### src/rtl/ber_accum_pkg.sv
// ber_accum_pkg: state encodings and frame width shared by the comparator and BER accumulator.
package ber_accum_pkg;
  typedef enum logic [1:0] {ST_IDLE = 2'd0, ST_RUN = 2'd1, ST_DONE = 2'd2} state_t;
  localparam int FRAME_W = 12;
endpackage

### src/rtl/ber_accum_sat_accum.sv
// sat_accum: saturating accumulator with synchronous clear and enable.
module sat_accum #(
  parameter int W = 24
) (
  input  logic         clk,
  input  logic         rst,
  input  logic         clr,
  input  logic         en,
  input  logic [W-1:0] add,
  output logic [W-1:0] sum,
  output logic [W-1:0] nxt
);
  logic [W:0] raw;
  assign raw = {1'b0, sum} + {1'b0, add};
  assign nxt = raw[W] ? '1 : raw[W-1:0];
  always_ff @(posedge clk or posedge rst)
    if (rst) sum <= '0;
    else if (clr) sum <= '0;
    else if (en) sum <= nxt;
endmodule

### src/rtl/ber_accum.sv
// ber_accum: per-run bit/frame error accumulator for BER readout; BER_EARLY_STOP_EN enables the error-threshold stop.
module ber_accum
  import ber_accum_pkg::*;
#(
  parameter int NUM_FRAMES = 1000,
  parameter int CNT_W      = 24,
  parameter int DIS_W      = 4,
  parameter int MAX_DIS    = FRAME_W,
  parameter int MAX_ERR    = 100
) (
  input  logic             clk,
  input  logic             rst,
  input  logic             start,
  input  logic             dis_valid,
  input  logic [DIS_W-1:0] ham_dis,
  output logic             dis_ready,
  output logic             busy,
  output logic             done,
  output logic [CNT_W-1:0] err_cnt,
  output logic [CNT_W-1:0] frm_cnt,
  output logic [CNT_W-1:0] frm_err_cnt,
  output logic             range_err,
  output logic             early_stop
);
`ifdef BER_EARLY_STOP_EN
  localparam bit ES_EN = 1'b1;
`else
  localparam bit ES_EN = 1'b0;
`endif
  state_t state, state_n;
  logic accept, clr, last, hit_err;
  logic [CNT_W-1:0] err_nxt, frm_nxt, unused_fe_nxt;
  assign accept = state == ST_RUN && dis_valid;
  assign clr = start && state != ST_RUN;
  assign last = 32'(frm_nxt) == NUM_FRAMES;
  assign hit_err = ES_EN && 32'(err_nxt) >= MAX_ERR;
  assign dis_ready = busy;
  always_comb begin
    state_n = state;
    state_n = clr ? ST_RUN : (accept && (last || hit_err)) ? ST_DONE : state;
  end
  // Status flags are registered from the next state so they line up with the counters.
  always_ff @(posedge clk or posedge rst)
    if (rst) begin
      state      <= ST_IDLE;
      busy       <= 1'b0;
      done       <= 1'b0;
      range_err  <= 1'b0;
      early_stop <= 1'b0;
    end else begin
      state <= state_n;
      busy  <= state_n == ST_RUN;
      done  <= state_n == ST_DONE;
      if (clr) range_err <= 1'b0;
      else if (accept && ham_dis > DIS_W'(MAX_DIS)) range_err <= 1'b1;
      if (clr) early_stop <= 1'b0;
      else if (accept && hit_err) early_stop <= 1'b1;
    end
  sat_accum #(.W(CNT_W)) u_err (
    .clk(clk), .rst(rst), .clr(clr), .en(accept),
    .add(CNT_W'(ham_dis)), .sum(err_cnt), .nxt(err_nxt)
  );
  sat_accum #(.W(CNT_W)) u_frm (
    .clk(clk), .rst(rst), .clr(clr), .en(accept),
    .add(CNT_W'(1)), .sum(frm_cnt), .nxt(frm_nxt)
  );
  sat_accum #(.W(CNT_W)) u_fe (
    .clk(clk), .rst(rst), .clr(clr), .en(accept),
    .add(CNT_W'(ham_dis != '0)), .sum(frm_err_cnt), .nxt(unused_fe_nxt)
  );
endmodule
### config.mk
export PLATFORM = sky130hd
export DESIGN_NAME = ber_accum
export DESIGN_NICKNAME = d
export VERILOG_FILES = /design/src/rtl/ber_accum_pkg.sv /design/src/rtl/ber_accum_sat_accum.sv /design/src/rtl/ber_accum.sv
export SDC_FILE = /design/constraint.sdc
export NUM_CORES = 1
export LEC_CHECK = 0
export BUFFER_PORTS_ARGS = -buffer_cell sky130_fd_sc_hd__buf_2
export CAP_MARGIN = 25
export CORE_MARGIN = 2
export CORE_UTILIZATION = 50
export CTS_BUF_LIST = sky130_fd_sc_hd__clkbuf_4
export CTS_CLUSTER_DIAMETER = 80
export DETAILED_ROUTE_END_ITERATION = 7
export PLACE_DENSITY = 0.81
export SLEW_MARGIN = 20
export SYNTH_ARGS = -nofsm -noshare
export SYNTH_HDL_FRONTEND = slang
export SYNTH_HIERARCHICAL = 1
export SYNTH_SLANG_ARGS = --single-unit
### constraint.sdc
create_clock -name clk -period 4 [get_ports clk]
set_input_delay 0.4 -clock clk [delete_from_list [all_inputs] [get_ports clk]]
set_output_delay 0.4 -clock clk [all_outputs]
set_load 0.005 [all_outputs]
==> flow_summary.toml, run 1 <==
[detailed_routing]
wire_per_inst_um = 15.8
routed_wl_mm = 18.5
dr_total_vias = 6944
dr.pass1.iters = 5
drc_errors = 0
drt-initial-drc-count = 528
vias_per_cell = 5.94
antenna_left = 0

[cts]
numCtsBuffers = 9
holdBufCountCts = 1
clk_pin_slew_ns = 0.13
cts_tree = "built"
worstSkewPairLatency_ns = 0.47
htreeDepth = 3
postCtsSetupRepairBufs = 0
cts_buffer_depth = 2
post_cts_resized = 0
clock_sinks = 77
cts_root_buf = "clkbuf_4"

[cells_and_area]
mostFrequentLayoutCells = "nor2_1 (120), buf_2 (83), dfrtp_1 (77)"
fin_util_pct = 58.6
final_common_cell = "nor2_1"
final-instance-count-excl-fill = 1170
drive_gt1_share_pct = 14.0
area_growth_pct = 13.7
design_area_um2 = 8190
fin_nets = 1067

[place]
post-dp-hpwl_mm = 13.9
io_buffer_count = 83
gp_congestion = 0.971
placed_area_um2 = 7970
numPlacedInstances = 1149

[die]
die_y_um = 124
start_util_pct = 51.5
core_area_um2 = 14000
die_w_um = 124
boundaryPins = 85
dieArea_um2 = 15400
num_rows = 43

[critical_path]
worstReg2RegEnd = "state[0]"
worstPathArrival_ns = 3.98
crit_path_end_kind = "flop"
cp-start-kind = "flop"
required_ns = 4.35
reg2reg_slack_ns = 0.38
startpoint = "u_frm/sum[0]"
r2r_start = "u_frm/sum[0]"
criticalPathCategory = "flop to flop"
cp_max_fo = 38
r2r.worst_path.cells = 12
endpoint = "state[0]"

[logic_synthesis]
yosysWarnings = 6
synthCells = 855
netlist_area_um2 = 7200
syn_area_per_cell_um2 = 8.42

[hold_path]
holdCritPathClass = "primary input to flop"
min_from = "start"

[grt]
antenna_found_initial = 2
grt_max_degree = 60
track_usage_pct = 24.7
grt_pass1_wl_mm = 30.4
first_global_vias = 6327
grt_overflow_total = 0

[power_and_ir_drop]
cellPowerDensity_nw_per_um2 = 753
power.total_mw = 6.17
vdd_drop_max_mv = 0.381
power.leakage_nw = 3.46

[job]
max_cap_viol_count = 0

[timing]
finalSetupTns_ns = 0
finalCritPeriodShare_pct = 90.6
fin_skew_ns = 0.0137
grt_setup_unrepaired = "no"
hold_viol = 0
worst_pin_slew_ns = 0.734
fmax_ghz = 0.276
drv_slew = 0
setup_viol = 0
max-slew-margin-rel_pct = 51.1
fin_crit_ns = 3.62

[outcome]
status = "finished, final reports clean"
## registers in the layout, summed over array words and instances (netlist names)
| name | flops |
|---|---|
| busy | 1 |
| state | 2 |
| u_frm/sum | 24 |
| done | 1 |
| u_fe/sum | 24 |
| u_err/sum | 24 |
| range_err | 1 |
## stage by stage
stage / worst slack, ns / hold slack, ns
finish: 0.377 / 0.166
global route: 0.0520 / 0.181
CTS: 0.429 / 0.134
detailed placement: 0.483 / 0.367
global placement: 0.596 / 0.361
floorplan: 0.865 / 0.179
## final cells by class
cell class,instances,area [µm²]
Inverter,28,105
Tap cell,180,225
Antenna cell,2,5.00
Multi-Input combinational cell,770,5210
Clock buffer,10,75.1
Clock inverter,5,52.6
Timing Repair Buffer,98,591
Fill cell,1312,5800
Sequential cell,77,1930
## worst min path at each step
stage / end / slack, ns / cells past startpoint
finish: state[1] / 0.17 / 2
global route: state[1] / 0.18 / 2
CTS: state[1] / 0.13 / 2
detailed placement: range_err / 0.37 / 2
global placement: range_err / 0.36 / 2
floorplan: busy / 0.18 / 1
## worst max-delay path, stage by stage, from the launching register on
cell	delay [ns]
dfrtp_1	0.41
ha_1	0.21
fa_1	0.42
a211oi_1	0.33
nor2_1	0.13
o21ai_1	0.36
o31ai_2	0.18
a311oi_4	0.29
buf_4	0.38
nand2_1	0.13
nor4_2	0.33
and4_1	0.26
a21oi_1	0.07
## where the power goes
| part | internal (mW) | switching [mW] | leakage (nW) |
|---|---|---|---|
| Combinational | 1.83 | 2.47 | 2.61 |
| Sequential | 1.09 | 0.297 | 0.776 |
| Clock | 0.191 | 0.294 | 0.0720 |
## per-layer routing
layer | track usage, % | part of all wire (%)
met1 | 33.0 | 46
met2 | 40.9 | 47
met3 | 3.30 | 5.1
met4 | 9.20 | 1.9
met5 | 0 | 0
(Power assumes the default switching activity.)
==> run 2, diff against run 1 <==
--- a/config.mk
+++ b/config.mk
@@ -13,6 +13,7 @@
 export CTS_CLUSTER_DIAMETER = 80
 export DETAILED_ROUTE_END_ITERATION = 7
 export PLACE_DENSITY = 0.81
+export REMOVE_ABC_BUFFERS = 1
 export SLEW_MARGIN = 20
 export SYNTH_ARGS = -nofsm -noshare
 export SYNTH_HDL_FRONTEND = slang
==> flow_summary.toml, run 2 (same netlist as run 1, synthesis figures left out) <==
[outcome]
status = "finished, final reports clean"

[cells_and_area]
final-instance-count-excl-fill = 1171
final_common_cell = "nor2_1"
mostFrequentLayoutCells = "nor2_1 (120), buf_2 (83), dfrtp_1 (77)"
area_growth_pct = 13.9
reg_top3 = "u_err/sum: 24 flops, u_fe/sum: 24 flops, u_frm/sum: 24 flops"
fin_util_pct = 58.6
drive_gt1_share_pct = 14.0
fin_nets = 1068

[detailed_routing]
dr.pass1.iters = 5
antenna_left = 0
wire_per_inst_um = 15.8
dr_total_vias = 6889
drt-initial-drc-count = 452
routed_wl_mm = 18.6
vias_per_cell = 5.88
drc_errors = 0

[critical_path]
path_buf_inv = 2
crit_cells = 13
r2r.worst_path.cells = 13
crit_path_cell_trace = "ha_1 > fa_1 > a211oi_1 > nor2_1 > o21ai_1 > o31ai_2 > a311oi_4 > buf_4 > buf_4 > nand2_1 > and4b_1 > and4_1 > a21oi_1"
cp-start-kind = "flop"
required_ns = 4.36
worstPathArrival_ns = 4.02
criticalPathCategory = "flop to flop"
cp_max_fo = 24
reg2reg_slack_ns = 0.34
cpPeakStageDelay_ns = 0.44
crit_path_top_delay_cell = "fa_1"
cpMostUsedCell = "buf_4"
worstReg2RegEnd = "state[0]"
crit_path_end_kind = "flop"
cp_top_family = "compound AO/OA/AOI/OAI gates"
r2r_start = "u_frm/sum[0]"

[place]
io_buffer_count = 83
post-dp-hpwl_mm = 13.8
gp_congestion = 0.970
dp_slack_ns = 0.446
numPlacedInstances = 1150

[die]
boundaryPins = 85
start_util_pct = 51.5
num_rows = 43
die_y_um = 124
die_w_um = 124
dieArea_um2 = 15400
core_area_um2 = 14000

[job]
max_cap_viol_count = 0

[grt]
grt_max_degree = 66
grt_pass1_wl_mm = 30.7
track_usage_pct = 25.2
antenna_found_initial = 1
first_global_vias = 6526
grt_overflow_total = 0

[cts]
numCtsBuffers = 9
htreeDepth = 3
cts_root_buf = "clkbuf_4"
clk_pin_slew_ns = 0.12
cts_buffer_depth = 2
cts_tree = "built"
worstSkewPairLatency_ns = 0.47
clock_sinks = 77

[hold_path]
min_from = "start"
holdCritPathClass = "primary input to flop"
worstHoldPathCells = 2
worstHoldEndpoint = "state[1]"

[timing]
fin_crit_ns = 3.66
hold_viol = 0
grt_setup_unrepaired = "no"
worst_pin_slew_ns = 0.770
fin_skew_ns = 0.0208
fin_ws_ns = 0.343
setup_viol = 0
fmax_ghz = 0.273
drv_slew = 0
fin_hold_ws_ns = 0.158
max-slew-margin-rel_pct = 48.6
finalCritPeriodShare_pct = 91.4

[power_and_ir_drop]
cellPowerDensity_nw_per_um2 = 756
power.leakage_nw = 3.46
vdd_drop_max_mv = 0.352
-- run 2: final cells by class --
type	instances	area, µm²
antenna	1	2.50
clock buffer	11	82.6
clock inverter	5	51.3
fill	1342	5790
inverter	28	105
multi-input combinational	770	5210
sequential	77	1930
tap	180	225
timing repair buffer	99	598
-- run 2: repair_timing --
| action | CTS | global route |
|---|---|---|
| hold buffers | 1 | 0 |
| setup buffers | 0 | 0 |
| gates resized for setup | 0 | 0 |
| endpoints found under the hold margin | 5 | 0 |
-- run 2: worst max-delay path by stage --
stage | startpoint | slack [ns] | to
6_report | u_frm/sum[0] | 0.34 | state[0]
5_1_grt | u_frm/sum[0] | 0.14 | state[0]
3_5_place_dp | u_frm/sum[0] | 0.45 | state[0]
2_1_floorplan | start | -1.03 | u_err/sum[23]
4_1_cts | u_frm/sum[0] | 0.41 | state[0]
3_3_place_gp | u_frm/sum[0] | 0.64 | state[0]
-- run 2: worst register-to-register path, stage by stage (launching register included) --
cell	delay, ns
dfrtp_1	0.41
ha_1	0.21
fa_1	0.44
a211oi_1	0.31
nor2_1	0.10
o21ai_1	0.41
o31ai_2	0.21
a311oi_4	0.30
buf_4	0.32
buf_4	0.23
nand2_1	0.06
and4b_1	0.26
and4_1	0.22
a21oi_1	0.07
-- run 2: through the flow --
| stage | area (µm²) | TNS [ns] | total power [mW] |
|---|---|---|---|
| 6_report | 8200 | 0 | 6.20 |
| 5_1_grt | 8200 | 0 | 6.80 |
| 4_1_cts | 8140 | 0 | 6.04 |
| 3_5_place_dp | 8000 | 0 | 5.50 |
| 3_3_place_gp | 8000 | 0 | 5.44 |
| 2_1_floorplan | 7230 | -44.03 | 4.47 |
-- run 2: layer usage --
| metal | vias to the layer above | global-route usage, % | wire, µm |
|---|---|---|---|
| li1 | 3422 | - | - |
| met1 | 3243 | 34.7 | 8880 |
| met2 | 192 | 39.2 | 8350 |
| met3 | 32 | 4.76 | 905 |
| met4 | 0 | 9.62 | 412 |
| met5 | - | 0 | 0 |
-- run 2: power breakdown --
part	switching [mW]	total (mW)	internal, mW	leakage [nW]
Sequential	0.277	1.37	1.09	0.776
Combinational	2.48	4.33	1.85	2.61
Clock	0.303	0.504	0.200	0.0743
Total	3.06	6.20	3.14	3.46
==> run 3, diff against run 2 <==
--- a/config.mk
+++ b/config.mk
@@ -7,12 +7,14 @@
 export LEC_CHECK = 0
 export BUFFER_PORTS_ARGS = -buffer_cell sky130_fd_sc_hd__buf_2
 export CAP_MARGIN = 25
+export CELL_PAD_IN_SITES_DETAIL_PLACEMENT = 1
+export CELL_PAD_IN_SITES_GLOBAL_PLACEMENT = 2
 export CORE_MARGIN = 2
-export CORE_UTILIZATION = 50
+export CORE_UTILIZATION = 37
 export CTS_BUF_LIST = sky130_fd_sc_hd__clkbuf_4
 export CTS_CLUSTER_DIAMETER = 80
 export DETAILED_ROUTE_END_ITERATION = 7
-export PLACE_DENSITY = 0.81
+export PLACE_DENSITY_LB_ADDON = 0.25
 export REMOVE_ABC_BUFFERS = 1
 export SLEW_MARGIN = 20
 export SYNTH_ARGS = -nofsm -noshare
==> flow_summary.toml, run 3 (same netlist as run 1, synthesis figures left out) <==
[outcome]
status = "finished, final reports clean"

[timing]
hold_viol = 0
drv_slew = 0
fin_ws_ns = 0.317
finalCritPeriodShare_pct = 92.1
fin_crit_ns = 3.68
grt_setup_unrepaired = "no"
worst_pin_slew_ns = 0.853
fmax_ghz = 0.272
setup_viol = 0
fin_skew_ns = 0.0236
max-slew-margin-rel_pct = 43.0

[grt]
grt_max_degree = 43
grt_overflow_total = 0
first_global_vias = 6813
track_usage_pct = 21.4
antenna_found_initial = 1
grt_pass1_wl_mm = 35.4

[cts]
htreeDepth = 3
cts_buffer_depth = 2
cts_tree = "built"
worstSkewPairLatency_ns = 0.46
numCtsBuffers = 9
postCtsSetupRepairBufs = 0
clock_sinks = 77
cts_root_buf = "clkbuf_4"
clk_pin_slew_ns = 0.14

[die]
boundaryPins = 85
die_w_um = 144
num_rows = 51
die_y_um = 144
dieArea_um2 = 20600
core_area_um2 = 19300
start_util_pct = 37.4

[cells_and_area]
final-instance-count-excl-fill = 1258
mostFrequentLayoutCells = "nor2_1 (120), buf_2 (83), dfrtp_1 (77)"
final_common_cell = "nor2_1"
fin_util_pct = 43.4
fill_cells = 2434
drive_gt1_share_pct = 14.1
fin_nets = 1069
reg_top3 = "u_err/sum: 24 flops, u_fe/sum: 24 flops, u_frm/sum: 24 flops"
area_growth_pct = 16.1

[place]
numPlacedInstances = 1239
dp_slack_ns = 0.334
post-dp-hpwl_mm = 16.8
io_buffer_count = 83
gp_congestion = 0.794

[critical_path]
cp_max_fo = 30
cp-start-kind = "flop"
worstPathArrival_ns = 4.07
worstReg2RegEnd = "state[1]"
criticalPathCategory = "flop to flop"
crit_path_end_kind = "flop"
reg2reg_slack_ns = 0.32
r2r.worst_path.cells = 12
r2r_start = "u_frm/sum[0]"
required_ns = 4.39

[detailed_routing]
vias_per_cell = 5.50
antenna_left = 0
drt-initial-drc-count = 329
routed_wl_mm = 21.4
dr_total_vias = 6914
drc_errors = 0
dr.pass1.iters = 4
wire_per_inst_um = 17.0

[job]
max_cap_viol_count = 0

[power_and_ir_drop]
vdd_drop_max_mv = 0.407
cellPowerDensity_nw_per_um2 = 769
power.leakage_nw = 3.49
power.total_mw = 6.43

[hold_path]
holdCritPathClass = "primary input to flop"
min_from = "start"
worstHoldPathCells = 2
worstHoldEndpoint = "state[1]"
run 3: cell count changes in the layout (fill, tap and decap cells not counted), sizes merged:
cell    before  now
buf         98   99
bufinv       1    3
clkbuf      11   10
clkinv       6    1
diode        1    2
inv         25   29
run 3: final cells by class:
| class | count | area (µm²) | area share (%) |
|---|---|---|---|
| multi-input cells | 770 | 5210 | 62.3 |
| flip-flops and latches | 77 | 1930 | 23.0 |
| repair buffers | 100 | 598 | 7.15 |
| well taps | 265 | 332 | 3.96 |
| clock inverters | 6 | 110 | 1.32 |
| inverters | 28 | 105 | 1.26 |
| clock buffers | 10 | 75.1 | 0.898 |
| diodes | 2 | 5.00 | 0.0598 |
run 3: stage by stage:
step | instance area (µm²) | hold slack [ns] | setup TNS, ns
floorplan | 7230 | 0.179 | -44.03
global placement | 8120 | 0.370 | 0
detailed placement | 8160 | 0.377 | 0
CTS | 8360 | 0.139 | 0
global route | 8360 | 0.149 | 0
finish | 8360 | 0.182 | 0
run 3: repair_timing:
action	in CTS	in global routing
hold buffers	1	0
resized for setup	0	0
endpoints found under the setup margin	0	0
endpoints found under the hold margin	5	0
run 3: worst max path at each step:
| stage | slack [ns] | endpoint | from |
|---|---|---|---|
| after floorplan | -1.03 | u_err/sum[23] | start |
| after global placement | 0.46 | busy | u_frm/sum[0] |
| after detailed placement | 0.33 | state[1] | u_frm/sum[0] |
| after CTS | 0.31 | state[1] | u_frm/sum[0] |
| after global routing | 0.07 | state[1] | u_frm/sum[0] |
| final | 0.32 | state[1] | u_frm/sum[0] |
run 3: routing by layer:
metal / up-vias / global-route usage (%) / share of wire (%)
li1: 3441 / - / -
met1: 3360 / 30.0 / 49
met2: 96 / 35.4 / 47
met3: 17 / 2.23 / 2.5
met4: 0 / 4.95 / 1.1
met5: - / 0 / 0
run 3: power breakdown:
group	internal [mW]	leakage [nW]	switching [mW]
Sequential	1.09	0.776	0.308
Clock	0.323	0.0947	0.316
Combinational	1.85	2.62	2.54
Total	3.27	3.49	3.16
run 3: critical path, cell delays in order, from the launching register on:
cell	delay, ns
dfrtp_1	0.42
ha_1	0.21
fa_1	0.43
a211oi_1	0.26
nor2_1	0.09
o21ai_1	0.38
o31ai_2	0.19
a311oi_4	0.55
buf_12	0.25
nand2_1	0.10
nor4b_4	0.33
nand4_1	0.18
o22ai_1	0.20
